===== src/rtl/maze_pkg.sv =====
// maze_pkg: shared constants, FSM states and error codes for the maze router blocks
package maze_pkg;
  localparam int GRID_N = 64;
  localparam int GRID_W = 8;
  localparam logic [7:0] TERM_BASE = 8'h80;
  localparam logic [7:0] ROUTED = 8'h00;
  localparam logic [7:0] BLOCKED = 8'hFF;
  localparam logic [2:0] ERR_OK = 3'd0;
  localparam logic [2:0] ERR_FEW = 3'd1;
  localparam logic [2:0] ERR_IDX = 3'd2;
  localparam logic [2:0] ERR_UNROUTED = 3'd3;
  localparam logic [2:0] ERR_DISCONN = 3'd4;
  localparam logic [2:0] ERR_STRAY = 3'd5;
  typedef enum logic [2:0] {IDLE, RD_GRID, RD_TERM, FLOOD, EVAL, DONE} state_t;
endpackage


===== src/rtl/maze_flood_step.sv =====
// maze_flood_step: one-step 4-neighbour expansion of a reach set over routed cells
module maze_flood_step
  import maze_pkg::*;
(
  input  logic [GRID_N-1:0] reach,
  input  logic [GRID_N-1:0] routed,
  output logic [GRID_N-1:0] reach_nxt
);
  localparam logic [GRID_N-1:0] COL0 = 64'h0101_0101_0101_0101;
  localparam logic [GRID_N-1:0] COL7 = 64'h8080_8080_8080_8080;
  logic [GRID_N-1:0] nbr;
  // east/west moves must not wrap into the adjacent row
  assign nbr = ((reach << 1) & ~COL0) | ((reach >> 1) & ~COL7) |
               (reach << GRID_W) | (reach >> GRID_W);
  assign reach_nxt = reach | (nbr & routed);
endmodule


===== config.mk =====
export PLATFORM = sky130hd
export DESIGN_NAME = maze_flood_step
export DESIGN_NICKNAME = d
export VERILOG_FILES = /design/src/rtl/maze_pkg.sv /design/src/rtl/maze_flood_step.sv
export SDC_FILE = /design/constraint.sdc
export NUM_CORES = 1
export LEC_CHECK = 0
export CAP_MARGIN = 20
export CORE_AREA = 2 2 74 76
export DETAILED_ROUTE_END_ITERATION = 7
export DIE_AREA = 0 0 76 78
export PLACE_DENSITY = 0.86
export SYNTH_ARGS = -nofsm -noshare
export SYNTH_HDL_FRONTEND = slang
export SYNTH_SLANG_ARGS = --single-unit

===== constraint.sdc =====
create_clock -name vclk -period 1
set_input_delay 0.1 -clock vclk [all_inputs]
set_output_delay 0.1 -clock vclk [all_outputs]
set_load 0.01 [all_outputs]

# Yosys cells after proc, flatten, opt, wreduce, memory -nomap -nowiden
# Cells that the tools add are included.
# W data, S select, Z words.
word_totals:
  register_bits: 0
  elab_cells: 5
  output_inout_bits: 64
op_classes:
  bitwise: 5
op_table:
  columns: ["cell", "count"]
  rows:
  - ["$or A64 B64 Y64", 2]
  - ["$and A64 B64 Y64", 1]
  - ["$or A64 B56 Y64", 1]
  - ["$or A64 B63 Y64", 1]

# Logic depth before layout (Yosys ltp)
# Gate-level depths: netlist (run 1).
logic_depth:
  word_depth: 5
  mapped_depth: 2
  depth_no_buf: 2

# Worst setup path before layout (run 1)
# Ideal clock, no wire load.
synth_timing:
  path_kind: "input port to output port"
  start: "in reach[18]"
  end: "out reach_nxt[10]"
  path_slack_ns: 0.341
  t_required_ns: 0.900
  arrival_ns: 0.559
  path_buffers: 0
  stages: 2
  path_cell_list: "o41ai_1 > nand2b_1"
synth_via:
  elab_chain_len: 3
synth_rtl:
  columns: ["item", "line_no", "source"]
  rows:
  - ["start: declaration", "maze_flood_step.sv:5", "input logic [GRID_N-1:0] reach,"]
  - ["$or A64 B56 Y64", "maze_flood_step.sv:14", "(reach << GRID_W) | (reach >> GRID_W);"]
  - ["$and A64 B64 Y64", "maze_flood_step.sv:15", "assign reach_nxt = reach | (nbr & routed);"]
  - ["$or A64 B64 Y64", "maze_flood_step.sv:15", null]
  - ["end: declaration", "maze_flood_step.sv:7", "output logic [GRID_N-1:0] reach_nxt"]
# Every way passes these cells.

# Worst setup path after layout (run 1)
layout_timing:
  start: "in reach[1]"
  end: "out reach_nxt[9]"
layout_via:
  elab_chain_len: 4
layout_rtl:
  columns: ["item", "line_no", "source"]
  rows:
  - ["$or A64 B64 Y64", "maze_flood_step.sv:13", "assign nbr = ((reach << 1) & ~COL0) | ((reach >> 1) & ~COL7) |"]
  - ["$or A64 B56 Y64", "maze_flood_step.sv:14", null]
  - ["$and A64 B64 Y64", "maze_flood_step.sv:15", null]
  - ["$or A64 B64 Y64", "maze_flood_step.sv:15", null]
# Every way passes these cells.

==> qor.txt, run 1 <==
Setup crit start kind: primary input
Critical Path Fanout Max: 4
sequential power share: 0
DR WL/cell: 17.4 µm
ANT cells: 0
Initial Util: 0.182
first-pass GRT wire length: 11100 µm
Distinct cells, synth: 4
Pleak: 1.27 nW
core footprint: 5040 µm²
number of gates on the worst path with buffers counted: 4
final-stage net count: 466
Via-to-Cell Ratio: 4.99
final std cells w/o fill: 406
CP max stage delay: 0.34 ns
remaining global-route overflow: 0
1st-iter DRT viols: 30
final setup TNS: 0 ns
status: finished clean
FMAX: 1.02 GHz
worst setup margin: 0.0221 ns
CLK BUF: 0
Layout area overhead: 222%
Cells after DPL: 407
CP Cell Sequence: clkdlybuf4s15_2 > o41ai_2 > nand2b_1 > buf_2
All-Layer GR Usage: 0.226
Worst Path Required: 0.90 ns
Pwr Density: 416 nW/µm²
cells after synthesis: 128
most frequent cells in the layout: buf_2 (94), nand2b_1 (64), clkdlybuf4s50_1 (55), o41ai_2 (35), buf_4 (15)
RSZ-0062 raised after global routing: yes
WHS: 0.512 ns
via count: 2027
share of cells above drive strength 1: 0.542
largest net degree at the start of global routing: 6
initial antenna violation count: 0
period utilization: 0.978
clock power share: 0
DP HPWL: 5730 µm
Final min period: 0.978 ns
Hold Buf Count CTS: 0
Combinational Power Share: 1.000
Layout fillers: 491
Remaining DRCs: 0
slew of the pin with the lowest slew margin: 0.277 ns
vias in the first global route: 2141
cell family with the largest share of critical-path delay: buffers and inverters
Mean Syn Cell Area: 7.16 µm²
sw frac: 0.455
full die area: 5930 µm²
post-synthesis sequential area ratio: 0
yosys warns: 0
Seq cells: 0
final setup fails: 0
PortBufs: 192
Rel. slew slack: 0.815
Final Slew Violations: 0
maximum VDD drop: 0.211 mV
sequential cell area: 0 µm²
drt pass-1 iters: 4
Max Cap Violations: 0
Pint: 669 µW
largest cells by area after synthesis: nand2b_1 (44%), o41ai_1 (34%), o31ai_1 (20%), o21ai_0 (2.2%)
Post-CTS Setup Bufs: 0
crit path kind: primary input to output pin
cell area after synthesis: 916 µm²
Die Y: 78 µm
Net Switching: 558 µW
final hold vios: 0
Routed WL: 7060 µm
area leader, netlist: nand2b_1
Crit-path slowest cell: o41ai_2
area of the multi-input gates: 1310 µm²
share of the synthesized area in the top cell type: 0.437
Chip Width: 76 µm
Bufs and invs on worst path: 2
Placement Setup Slack: -0.825 ns
CP Capture Type: output pin
Ports: 192
Synth Net Count: 256
post-route ant nets: 0
most common cell after layout, fill and taps aside: buf_2
path category of the worst min-delay check: primary input to output pin
WP data arrival: 0.88 ns
WHS Path Cells: 3
Rows: 26
RePlAce Congestion: 0.810
==> power groups by stage <==
| stage | Sequential, mW | Clock [mW] | Combinational [mW] |
|---|---|---|---|
| 4_1_cts | 0 | 0 | 1.22 |
| 6_report | 0 | 0 | 1.23 |
| 2_1_floorplan | 0 | 0 | 0.291 |
| 5_1_grt | 0 | 0 | 1.31 |
| 3_3_place_gp | 0 | 0 | 1.30 |
| 3_5_place_dp | 0 | 0 | 1.31 |
==> cells in the mapped netlist <==
cell and instances:
o41ai_1 36, nand2b_1 64, o21ai_0 4, o31ai_1 24
==> per-layer routing <==
layer / vias up / global-route usage / part of all wire
met4: 0 / 0.0309 / 0.014
met2: 116 / 0.457 / 0.55
met1: 933 / 0.249 / 0.36
li1: 970 / - / -
met3: 8 / 0.0407 / 0.074
met5: - / 0 / 0
==> layout make-up <==
class	count	share of cell area
tap	70	0.0297
timing repair buffer	208	0.525
multi-input combinational	128	0.445
==> what timing repair did <==
item | in CTS | in global routing
resized for setup | 518 | 36
endpoints found under the setup margin | 64 | 30
pin swaps | 30 | 10
==> kinds of logic after synthesis <==
kind of cell	share of synthesized area
simple gates	0.437
compound gates	0.563
==> metrics by stage <==
stage,power (mW),util,area (µm²)
2_1_floorplan,0.291,-,916
3_3_place_gp,1.30,0.605,3050
3_5_place_dp,1.31,0.605,3050
4_1_cts,1.22,0.590,2970
5_1_grt,1.31,0.585,2950
6_report,1.23,0.585,2950
==> tightest hold or removal path: cells and delay by family <==
kind          cells  cell delay, ns
buf+inv           2            0.22
simple gates      1            0.09
==> path summary, 6_finish.rpt <==
| check | slack, ns | end | from |
|---|---|---|---|
| min | 0.51 | reach_nxt[25] | reach[25] |
| max | 0.02 | reach_nxt[9] | reach[1] |
No activity file was read; power rests on OpenSTA's default activity.
==> run 2: changes to the inputs <==
--- a/config.mk
+++ b/config.mk
@@ -6,10 +6,12 @@
 export NUM_CORES = 1
 export LEC_CHECK = 0
 export CAP_MARGIN = 20
-export CORE_AREA = 2 2 74 76
+export CELL_PAD_IN_SITES_DETAIL_PLACEMENT = 1
+export CELL_PAD_IN_SITES_GLOBAL_PLACEMENT = 1
+export CORE_AREA = 2 2 95 97
 export DETAILED_ROUTE_END_ITERATION = 7
-export DIE_AREA = 0 0 76 78
-export PLACE_DENSITY = 0.86
+export DIE_AREA = 0 0 97 99
+export PLACE_DENSITY = 0.94
 export SYNTH_ARGS = -nofsm -noshare
 export SYNTH_HDL_FRONTEND = slang
 export SYNTH_SLANG_ARGS = --single-unit
==> run 2 against run 1 <==
The flow now finishes with violations (setup timing). Design area up 2.7%. Sequential share of layout area unchanged. Largest power group unchanged. Final cell count up 9.1%. Routed wire length up 21%. Highest routed layer unchanged. Worst hold slack better by 0.015 ns. Via count up 2.8%.
==> qor.txt, run 2 (same netlist as run 1, synthesis figures left out) <==
failing checks: setup timing
Bufs and invs on worst path: 2 (unchanged)
Pleak: 1.31 nW (+3.3%)
Initial Util: 0.107 (-0.0745)
Layout fillers: 1014 (+110%)
PortBufs: 192 (unchanged)
core footprint: 8550 µm² (+70%)
Via-to-Cell Ratio: 4.70 (-5.8%)
most common cell after layout, fill and taps aside: buf_2
Ports: 192 (unchanged)
most frequent cells in the layout: buf_2 (96), nand2b_1 (64), clkdlybuf4s50_1 (51), o41ai_2 (31)
final hold vios: 0 (unchanged)
Placement Setup Slack: -0.844 ns (-0.0187 ns)
first-pass GRT wire length: 12900 µm (+17%)
Remaining DRCs: 0 (unchanged)
period utilization: 1.00 (+0.0241)
share of cells above drive strength 1: 0.557 (+0.0152)
Pwr Density: 419 nW/µm² (+0.57%)
CP max stage delay: 0.50 ns (+0.16 ns)
CP Capture Type: output pin
remaining global-route overflow: 0 (unchanged)
1st-iter DRT viols: 22 (-27%)
Rows: 34 (+31%)
maximum VDD drop: 0.134 mV (-36%)
path category of the worst min-delay check: primary input to output pin
DR WL/cell: 19.2 µm (+11%)
CLK BUF: 0 (unchanged)
largest net degree at the start of global routing: 6 (unchanged)
worst setup margin: -0.00196 ns (-0.0241 ns)
post-layout instance area: 3030 µm² (+2.7%)
Seq cells: 0 (unchanged)
hold_sp: reach[46]
Post-CTS Setup Bufs: 0 (unchanged)
Layout area overhead: 230%
slew of the pin with the lowest slew margin: 0.260 ns (-0.0166 ns)
Rel. slew slack: 0.824 (+0.00983)
post-route ant nets: 0 (unchanged)
status: finished, violations left
Final min period: 1.00 ns (+0.0241 ns)
Final Core Density: 0.354 (-0.231)
final setup fails: 1 (+1)
cell family with the largest share of critical-path delay: buffers and inverters
Worst Path Required: 0.90 ns (about the same)
drt pass-1 iters: 4 (unchanged)
WP data arrival: 0.90 ns (+0.02 ns)
Critical path origin: routed[50]
Final Slew Violations: 0 (unchanged)
sequential cell area: 0 µm² (unchanged)
initial antenna violation count: 1 (+1)
DP HPWL: 7090 µm (+24%)
CP Cell Sequence: clkdlybuf4s50_1 > o41ai_2 > nand2b_1 > buf_2
Max Cap Violations: 0 (unchanged)
Die Y: 99 µm (+27%)
Hold Buf Count CTS: 0 (unchanged)
All-Layer GR Usage: 0.166 (-0.0601)
Setup crit start kind: primary input
Routed WL: 8510 µm (+21%)
FMAX: 0.998 GHz (-2.4%)
via count: 2083 (+2.8%)
Critical Path Fanout Max: 1 (-3)
Crit-path slowest cell: clkdlybuf4s50_1
final-stage net count: 464 (-0.43%)
Post-DP Area: 3090 µm² (+1.1%)
Chip Width: 97 µm (+28%)
crit path kind: primary input to output pin
vias in the first global route: 2332 (+8.9%)
RePlAce Congestion: 0.894 (+10%)
full die area: 9600 µm² (+62%)
## run 2: cell types whose count changed in the layout (fill, tap and decap cells not counted), sizes merged
cell,before,now
clkbuf,9,11
clkdlybuf4s15,13,10
clkdlybuf4s50,55,51
diode,0,1
dlymetal6s2s,6,9
## run 2: final timing paths
path              cells past startpoint            end  slack [ns]
setup / recovery                      4  reach_nxt[50]      -0.002
hold / removal                        3  reach_nxt[46]        0.53
## run 2: per-layer routing
layer | track usage | routed length [µm] | share of wire | up-vias
met5 | 0 | 0 | 0 | -
met4 | 0.0163 | 43 | 0.0051 | 0
met3 | 0.0369 | 577 | 0.068 | 4
met2 | 0.346 | 4880 | 0.57 | 105
met1 | 0.173 | 3010 | 0.35 | 1010
li1 | - | - | - | 964
## run 2: power by group
group / internal (mW) / switching, mW / total, mW
Sequential: 0 / 0 / 0
Clock: 0.000000134 / 0 / 0.000000134
Combinational: 0.673 / 0.595 / 1.27
## run 2: repair_timing
| item | in CTS | in global routing |
|---|---|---|
| pin swaps | 40 | 16 |
| endpoints found under the hold margin | 0 | 0 |
| gates resized for setup | 545 | 41 |
| endpoints found under the setup margin | 64 | 35 |
## run 2: layout make-up
type	count	area, µm²	area share
tap	108	135	0.0446
multi-input combinational	128	1350	0.445
timing repair buffer	206	1540	0.509
antenna	1	2.50	0.000827
## run 2: per-stage QoR
step                      total power, mW  hold slack [ns]  cells  setup TNS [ns]
final                                1.27            0.527    443        -0.00196
after detailed placement             1.35             1.17    443          -41.74
after floorplan                     0.291            0.326    128               0
after global routing                 1.36            0.534    443         -0.0417
after global placement               1.31             1.17    443          -39.43
after CTS                            1.26            0.528    443               0
